==> src/rtl/maze_grid_memory.sv <==
// Maze map store: read-only wall bit per cell (MAP_INIT, bit index y*MAP_W+x) plus
// MARK_W writable mark bits per cell, swept to zero after every reset.
module maze_grid_memory #(
  parameter int MAP_W  = 17,
  parameter int MAP_H  = 17,
  parameter int X_BITS = 5,
  parameter int Y_BITS = 5,
  parameter int MARK_W = 2,
  parameter logic [MAP_W*MAP_H-1:0] MAP_INIT = '0
) (
  input  logic              clk,
  input  logic              rst,
  input  logic              rd,
  input  logic              wr,
  input  logic              nb_rd,
  input  logic [X_BITS-1:0] x_pos,
  input  logic [Y_BITS-1:0] y_pos,
  input  logic [MARK_W-1:0] data_in,
  output logic [MARK_W:0]   data_out,
  output logic              data_valid,
  output logic [3:0]        nbr_walls,
  output logic              nbr_valid,
  output logic              busy
);

  localparam int CELLS  = MAP_W * MAP_H;
  localparam int ADDR_W = $clog2(CELLS);

  localparam logic [X_BITS-1:0] X_LIM  = X_BITS'(MAP_W);
  localparam logic [Y_BITS-1:0] Y_LIM  = Y_BITS'(MAP_H);
  localparam logic [X_BITS-1:0] X_LAST = X_BITS'(MAP_W - 1);
  localparam logic [Y_BITS-1:0] Y_LAST = Y_BITS'(MAP_H - 1);
  localparam logic [ADDR_W-1:0] ROW_A  = ADDR_W'(MAP_W);
  localparam logic [ADDR_W-1:0] LAST_A = ADDR_W'(CELLS - 1);

  localparam logic [1:0] ST_CLEAR = 2'd0;
  localparam logic [1:0] ST_IDLE  = 2'd1;
  localparam logic [1:0] ST_NBR   = 2'd2;

  logic [1:0]        state_reg;
  logic [ADDR_W-1:0] sweep_idx_reg;
  logic [X_BITS-1:0] lat_x_reg;
  logic [Y_BITS-1:0] lat_y_reg;
  logic [ADDR_W-1:0] lat_addr_reg;
  logic              lat_oor_reg;
  logic [1:0]        step_reg;
  logic [1:0]        nbr_acc_reg;

  logic [MARK_W-1:0] mark_mem [CELLS];

  logic              in_range;
  logic [ADDR_W-1:0] req_addr;
  logic              mem_we;
  logic [ADDR_W-1:0] mem_addr;
  logic [MARK_W-1:0] mem_wdata;

  logic [3:0]        nb_off;
  logic [ADDR_W-1:0] nb_addr [4];
  logic [3:0]        nb_wall;

  assign in_range = (x_pos < X_LIM) && (y_pos < Y_LIM);
  assign req_addr = ADDR_W'(y_pos) * ROW_A + ADDR_W'(x_pos);
  assign busy     = (state_reg != ST_IDLE);

  // Single write port shared by the clear sweep and mark writes (never both at once).
  assign mem_we    = (state_reg == ST_CLEAR) ||
                     ((state_reg == ST_IDLE) && wr && !rd && !nb_rd && in_range);
  assign mem_addr  = (state_reg == ST_CLEAR) ? sweep_idx_reg : req_addr;
  assign mem_wdata = (state_reg == ST_CLEAR) ? '0 : data_in;

  always_ff @(posedge clk) begin
    if (mem_we) begin
      mark_mem[mem_addr] <= mem_wdata;
    end
  end

  // Neighbour index 0..3 = N, E, S, W; off-grid neighbours (no wrap) read as wall.
  assign nb_off = {lat_x_reg == '0, lat_y_reg == Y_LAST,
                   lat_x_reg == X_LAST, lat_y_reg == '0};
  assign nb_addr[0] = lat_addr_reg - ROW_A;
  assign nb_addr[1] = lat_addr_reg + 1'b1;
  assign nb_addr[2] = lat_addr_reg + ROW_A;
  assign nb_addr[3] = lat_addr_reg - 1'b1;

  generate
    for (genvar gi = 0; gi < 4; gi++) begin : g_nb
      assign nb_wall[gi] = lat_oor_reg || nb_off[gi] || MAP_INIT[nb_addr[gi]];
    end
  endgenerate

  always_ff @(posedge clk or posedge rst) begin
    if (rst) begin
      state_reg     <= ST_CLEAR;
      sweep_idx_reg <= '0;
      lat_x_reg     <= '0;
      lat_y_reg     <= '0;
      lat_addr_reg  <= '0;
      lat_oor_reg   <= 1'b0;
      step_reg      <= '0;
      nbr_acc_reg   <= '0;
      data_out      <= '0;
      data_valid    <= 1'b0;
      nbr_walls     <= '0;
      nbr_valid     <= 1'b0;
    end else begin
      data_valid <= 1'b0;
      nbr_valid  <= 1'b0;
      case (state_reg)
        ST_CLEAR: begin
          if (sweep_idx_reg == LAST_A) begin
            state_reg <= ST_IDLE;
          end else begin
            sweep_idx_reg <= sweep_idx_reg + 1'b1;
          end
        end
        ST_IDLE: begin
          if (nb_rd) begin
            lat_x_reg    <= x_pos;
            lat_y_reg    <= y_pos;
            lat_addr_reg <= req_addr;
            lat_oor_reg  <= !in_range;
            step_reg     <= '0;
            state_reg    <= ST_NBR;
          end else if (rd) begin
            data_out   <= in_range ? {mark_mem[req_addr], MAP_INIT[req_addr]}
                                   : {{MARK_W{1'b0}}, 1'b1};
            data_valid <= 1'b1;
          end
        end
        ST_NBR: begin
          // N and E in the first two cycles, S and W together in the result cycle.
          if (step_reg == 2'd2) begin
            nbr_walls <= {nb_wall[3], nb_wall[2], nbr_acc_reg};
            nbr_valid <= 1'b1;
            state_reg <= ST_IDLE;
          end else begin
            nbr_acc_reg[step_reg[0]] <= nb_wall[step_reg];
            step_reg <= step_reg + 1'b1;
          end
        end
        default: state_reg <= ST_IDLE;
      endcase
    end
  end

endmodule
==> config.mk <==
export PLATFORM = sky130hd
export DESIGN_NAME = maze_grid_memory
export DESIGN_NICKNAME = d
export VERILOG_FILES = /design/src/rtl/maze_grid_memory.sv
export SDC_FILE = /design/constraint.sdc
export NUM_CORES = 1
export LEC_CHECK = 0
export CELL_PAD_IN_SITES_DETAIL_PLACEMENT = 1
export CELL_PAD_IN_SITES_GLOBAL_PLACEMENT = 2
export CORE_UTILIZATION = 52
export DETAILED_ROUTE_END_ITERATION = 16
export GPL_ROUTABILITY_DRIVEN = 0
export PLACE_DENSITY = 0.87
export SLEW_MARGIN = 20
export SYNTH_ARGS = -nofsm -noshare
export SYNTH_HDL_FRONTEND = slang
export SYNTH_SLANG_ARGS = --single-unit
==> constraint.sdc <==
create_clock -name clk -period 9.3 [get_ports clk]
set_clock_uncertainty 0.1 [all_clocks]
set_input_delay 0.93 -clock clk [delete_from_list [all_inputs] [get_ports clk]]
set_output_delay 0.93 -clock clk [all_outputs]
set_load 0.05 [all_outputs]
# After elaboration in Yosys (flattened, before gate mapping)

Memory sizes are Yosys's and may differ from the RTL's.
Cells that the tools add are included.

Bits in read-only memories: 2560
Output and inout bits: 10
Flip-flop bits (word level): 44
Input bits: 17
Word-level logic and storage cells: 106
RAM bits: 578
Memories: 6

Multiply operators: 1
Equality and inequality tests: 11
Order comparisons: 10
Reduce and logical (&&, ||, !) cells: 29
Bitwise operators: 3
Add/sub/neg operators: 7
Muxes and demuxes: 27

Memory list:

| name            | words | bits a word | read ports | clocked after Yosys merged registers in | write ports | line | source |
|---|---|---|---|---|---|---|---|
| mark_mem        | 289   | 2           | 1          | 0                                       | 1           | 49   | `logic [MARK_W-1:0] mark_mem [CELLS];` |
| (no name shown) | 512   | 1           | 1          | 0                                       | 0           | 125  | `data_out <= in_range ? {mark_mem[req_addr], MAP_INIT[req_addr]}` |
| (no name shown) | 512   | 1           | 1          | 0                                       | 0           | 87   | `assign nb_wall[gi] = lat_oor_reg \|\| nb_off[gi] \|\| MAP_INIT[nb_addr[gi]];` |
| (no name shown) | 512   | 1           | 1          | 0                                       | 0           | 87   |  |
| (no name shown) | 512   | 1           | 1          | 0                                       | 0           | 87   |  |
| (no name shown) | 512   | 1           | 1          | 0                                       | 0           | 87   |  |

Operators with widths:

| cell                                                                   | number |
|---|---|
| 9-bit by 10-bit < comparator with 1-bit output (second input constant) | 5 |
| 9-bit by 1-bit adder with 9-bit output (second input constant)         | 2 |
| 1-bit two-way mux                                                      | 14 |
| 2-bit two-way mux                                                      | 6 |
| 5-bit equality test (second input constant)                            | 2 |
| 5-bit logical NOT                                                      | 2 |
| 5-bit < comparator (second input constant)                             | 2 |
| 9-bit by 5-bit adder with 9-bit output                                 | 1 |
| 9-bit by 5-bit adder with 9-bit output (second input constant)         | 1 |
| 9-bit equality test (second input constant)                            | 1 |
| 1-bit logical OR                                                       | 9 |
| 5-bit by 5-bit multiplier with 9-bit output (second input constant)    | 1 |
| 9-bit two-way mux                                                      | 1 |
| 3-bit AND reduction                                                    | 3 |
| 9-bit by 1-bit subtractor with 9-bit output (second input constant)    | 1 |
| 9-bit by 5-bit subtractor with 9-bit output (second input constant)    | 1 |
| 2-bit AND reduction                                                    | 4 |
| 1-bit logical AND                                                      | 6 |
| 2-bit != test (second input constant)                                  | 3 |
| 2-bit one-hot mux with 3 select lines                                  | 1 |
| 2-bit equality test (second input constant)                            | 2 |
| 2-bit by 1-bit != test with 1-bit output (second input constant)       | 2 |
| 2-bit one-hot mux with 2 select lines                                  | 1 |
| 1-bit logical NOT                                                      | 3 |
| other kinds (12)                                                       | 14 |

# Depth between registers and ports, before layout

Depth in word-level cells: 8
Depth in mapped cells: 15
Gate-level depth less buffers: 13

# Worst setup path before layout

OpenSTA, ideal clock, no wires.

Path kind: reg-to-reg
Start point: register state_reg[1]
End point: memory mark_mem[0][0] (data pin)
Slack: 3.530 ns
Cell stages (with the launch flop): 5
Path buffers: 2
Clock period less this slack: 5.770 ns
Arrival: 4.717 ns
Required time: 8.247 ns
Library setup time: 0.953 ns
Path through: dfrtp_1 or2_2 clkbuf_1 clkbuf_1 and2_1

Cells in the longest elaborated chain, start to end: 2

Ends and longest elaborated chain:

| item                   | line | source |
|---|---|---|
| from (decl)            | 40   | `logic [1:0] state_reg;` |
| from (signal assigned) | 93   | `state_reg <= ST_CLEAR;` |
| from (signal assigned) | 111  | `state_reg <= ST_IDLE;` |
| from (signal assigned) | 123  | `state_reg <= ST_NBR;` |
| 2-bit logical NOT      | 69   | `assign mem_wdata = (state_reg == ST_CLEAR) ? '0 : data_in;` |
| 2-bit two-way mux      | 69   |  |
| via mem_wdata[0]       | 55   | `logic [MARK_W-1:0] mem_wdata;` |
| to (decl)              | 49   |  |

The timed path passes the listed nets, and every way through them passes these cells.

# Final worst setup path

Start point: input port y_pos[4]
End point: memory mark_mem[124][1], enable pin

Cells in the longest elaborated chain, start to end: 6
Elaborated cells on any way between the ends: 9
Those cells by class: add/sub (1); mul (1); order compare (1); mux (3); reduce/logical (3)

Ends and longest elaborated chain:

| item                                                                                | line | source |
|---|---|---|
| from (decl)                                                                         | 17   | `input logic [Y_BITS-1:0] y_pos,` |
| branches (longest 6 deep; another with 5-bit by 5-bit multiplier with 9-bit output) | n/a  |  |

Parallel ways; which one is timed is not known.

==> impl_metrics.py <==
metrics = {
    "global_routing": {
        "grt_use_total": 0.274,
        "grt_max_degree": 112,
        "grt_pass1_vias": 15300,
        "grt_pass1_wl_mm": 99.6,
        "antenna_found_initial": 1,
        "grt_remaining_overflow": 0,
    },
    "floorplan": {
        "die_x_um": 225,
        "row_count": 81,
        "die_y_um": 225,
        "initial_core_util": 0.528,
        "io_pins": 27,
        "die-area_sq_um": 50600,
        "core-area_sq_um": 49000,
    },
    "critical_path": {
        "cp_cell_sequence": "clkdlybuf4s50_1, ha_1, ha_1, ha_1, ha_1, a21oi_1, o21bai_1, xnor2_1, o21ai_1, nand3_1, nor2_1",
        "r2r_end": "mark_mem[124][1]",
        "crit_type": "in2reg",
        "reg2reg_from": "state_reg[0]",
        "worstSetupEndpointType": "flip-flop",
        "cpMostUsedCell": "ha_1",
        "cp-start-kind": "input pin",
        "cpPeakStageDelay_ns": 0.91,
        "path_max_fanout": 16,
        "reg2reg_slack_ns": 5.84,
        "r2r_cells": 5,
        "required_ns": 9.51,
        "slowest_stage": "o21ai_1",
        "cp.arrival_ns": 5.77,
    },
    "power_and_ir_drop": {
        "p_sw_w": 0.00212,
        "seq_power_share": 0.469,
        "p_per_area_nw_per_um2": 250,
        "peakVddDrop_v": 0.000185,
        "pwr-share-comb": 0.202,
        "p_leak_nw": 9.01,
        "switching_share": 0.296,
        "internal_power_w": 0.00503,
        "clkPwrFrac": 0.329,
    },
    "clock_network": {
        "cts_buffers": 60,
        "cts_setup_buffers": 0,
        "cts.clk_slew.worst_paths_ns": 0.06,
        "cts.sinks": 613,
        "postCtsHoldBufs": 0,
        "post_cts_resized": 0,
        "cts-root-buf": "clkbuf_16",
        "cts_tree": "yes",
        "worstSkewPairLatency_ns": 0.64,
        "max-clock-path-buffers": 3,
        "htree_levels": 2,
    },
    "timing": {
        "fin_crit_ns": 5.56,
        "hold_viol_final": 0,
        "max_freq_ghz": 0.180,
        "setup_viol": 0,
        "slew_headroom": 0.263,
        "rsz0062_at_grt": "false",
        "worst_slew_pin_slew_ns": 1.10,
        "fin_tns_setup_ns": 0,
        "drv_slew": 0,
        "min_period_over_period": 0.598,
    },
    "detailed_routing": {
        "drtIter0Drc": 1611,
        "dr.pass1.iters": 5,
        "ant_nets": 0,
        "vias_per_cell": 6.32,
        "routed_wl_mm": 67.0,
        "wire_per_inst_um": 29.3,
        "remaining_drc_errors": 0,
        "via_count": 14500,
    },
    "placement": {
        "hpwl_mm": 38.3,
        "port-buffer-count": 26,
        "place_area_sq_um": 26700,
    },
    "logic_synthesis": {
        "yosys_register_bits": 613,
        "syn_nets": 1601,
        "async_reset_ff_frac": 0.0571,
        "synth.distinct_cells": 65,
        "synthCells": 1563,
        "synth_warnings": 0,
        "syn_area_sq_um": 25800,
        "synth_edf_count": 578,
        "synth-main-ff-cell": "edfxtp_1",
        "avgSynthCellArea_sq_um": 16.5,
        "synth_seq_area_share": 0.706,
    },
    "min_path": {
        "hold_end": "nbr_walls[1]",
        "hold_start": "nbr_walls[1]",
        "hold_class": "reg2reg",
        "min_delay_path_depth": 2,
    },
    "layout": {
        "final_net_count": 1617,
        "n_antenna_cell": 0,
        "fillers": 4391,
        "syn_to_final_growth_pct": 10.8,
        "post-route-cell-area_sq_um": 28600,
        "drive_gt1_frac": 0.179,
        "largest_reg_flops": 578,
    },
    "run_status": {
        "status": "completed",
    },
    "job": {
        "max_cap_viol_count": 0,
    },
}
how the worst max path moves through the flow:
stage / start / to / cells past startpoint
after floorplan: state_reg[1] / mark_mem[0][0] / 4
after global placement: y_pos[4] / mark_mem[188][1] / 12
after detailed placement: y_pos[4] / mark_mem[124][0] / 11
after CTS: y_pos[4] / mark_mem[124][1] / 11
after global routing: y_pos[4] / mark_mem[124][0] / 11
final: y_pos[4] / mark_mem[124][1] / 11
area by class of cell:
class                           instances  area [sq um]  area share
Sequential cell                       613         18200       0.637
Tap cell                              664           831      0.0290
Timing Repair Buffer                   50           465      0.0163
Clock buffer                           76          1560      0.0546
Clock inverter                         31           302      0.0105
Multi-Input combinational cell        834          7140       0.250
Inverter                               20          75.1     0.00262
Yosys cell counts, types with 3 or more instances:
| cell | n | area [sq um] |
|---|---|---|
| nand3b_1 | 4 | 30.0 |
| buf_4 | 8 | 60.1 |
| buf_2 | 24 | 120 |
| o31ai_1 | 4 | 30.0 |
| o22ai_1 | 5 | 31.3 |
| o211ai_1 | 4 | 30.0 |
| a32oi_1 | 4 | 35.0 |
| mux2i_1 | 33 | 330 |
| nor2b_1 | 11 | 68.8 |
| o21ai_1 | 4 | 20.0 |
| buf_1 | 5 | 18.8 |
| nand4_1 | 6 | 37.5 |
| nor3_1 | 12 | 60.1 |
| mux4_1 | 4 | 105 |
| clkbuf_1 | 52 | 195 |
| o21a_1 | 4 | 30.0 |
| edfxtp_1 | 578 | 17400 |
| a22oi_1 | 5 | 37.5 |
| mux4_2 | 146 | 3290 |
| a211oi_1 | 3 | 22.5 |
| nor2_1 | 314 | 1180 |
| buf_6 | 6 | 67.6 |
| xor2_1 | 3 | 26.3 |
| dfrtp_1 | 35 | 876 |
| and3_1 | 7 | 43.8 |
| a31oi_1 | 8 | 50.1 |
| xnor2_1 | 8 | 70.1 |
| ha_1 | 19 | 238 |
| a21oi_1 | 20 | 100 |
| nand3_1 | 41 | 205 |
| mux2_2 | 11 | 124 |
| or4_1 | 6 | 45.0 |
| nand2b_1 | 3 | 18.8 |
| inv_1 | 17 | 63.8 |
| o221ai_1 | 5 | 43.8 |
| o21ai_0 | 13 | 65.1 |
| nand2_1 | 86 | 323 |
| and2_1 | 5 | 31.3 |
cells in the final DEF, fill, tap and decap left out, types with 5 or more instances in the layout:
cell type and n:
inv_1 17, o22ai_1 5, or4_1 6, bufinv_16 5
clkdlybuf4s50_1 26, clkbuf_1 16, and3_1 7, a22oi_1 5
a31oi_1 8, o221ai_1 5, xnor2_1 7, clkinvlp_4 5
ha_1 16, clkinv_2 10, dfrtp_1 35, nand2_1 75
nand2_2 11, a21oi_1 20, buf_4 22, clkbuf_16 60
nor2_1 314, mux2i_1 33, clkinv_1 9, nand4_1 6
nor2b_1 11, edfxtp_1 578, o21ai_0 13, nor3_1 12
mux4_2 146, nand3_1 41, mux2_2 11
critical path: cells and delay by family:
family / cells / cell delay [ns]
buffers and inverters: 1 / 0.55
adder cells (fa/ha/maj): 4 / 1.33
AND/OR/NAND/NOR: 2 / 1.31
XOR/XNOR: 1 / 0.28
AO/OA/AOI/OAI: 3 / 1.37
power by group through the flow:
stage | sequential [W] | clock, W | combinational, W
CTS | 0.00335 | 0.00238 | 0.00144
floorplan | 0.00347 | 0 | 0.000861
global placement | 0.00340 | 0 | 0.00140
finish | 0.00335 | 0.00235 | 0.00144
detailed placement | 0.00340 | 0 | 0.00143
global route | 0.00336 | 0.00247 | 0.00153
metal layers:
layer / vias to the layer above / wire, um / share of wire / global-route usage
met3: 133 / 5130 / 0.076 / 0.0430
met1: 7579 / 26700 / 0.40 / 0.374
li1: 6099 / - / - / -
met2: 644 / 32900 / 0.49 / 0.452
met4: 0 / 2220 / 0.033 / 0.0979
met5: - / 0 / 0 / 0
stage by stage:
| stage | instances | power [W] | setup WS, ns | hold slack, ns | util |
|---|---|---|---|---|---|
| final | 2288 | 0.00715 | 3.74 | 0.379 | 0.584 |
| after global routing | 2288 | 0.00736 | 3.47 | 0.418 | 0.584 |
| after CTS | 2288 | 0.00716 | 3.80 | 0.385 | 0.584 |
| after detailed placement | 2181 | 0.00483 | 3.14 | 0.369 | 0.546 |
| after global placement | 2181 | 0.00480 | 3.36 | 0.362 | 0.546 |
| after floorplan | 1563 | 0.00433 | 3.53 | 0.339 | - |
cell families (layout without fill, tap and decap cells):
group           after synthesis  after routing  share of synthesized area
flops                       613            613                      0.706
simple gates                510            510                     0.0835
buf+inv                     116            177                     0.0216
mux                         194            194                      0.149
compound gates               98             98                     0.0256
fa+ha+maj                    21             21                     0.0108
xor+xnor                     11             11                    0.00373
Note: power is estimated with default switching activity, not from simulation.
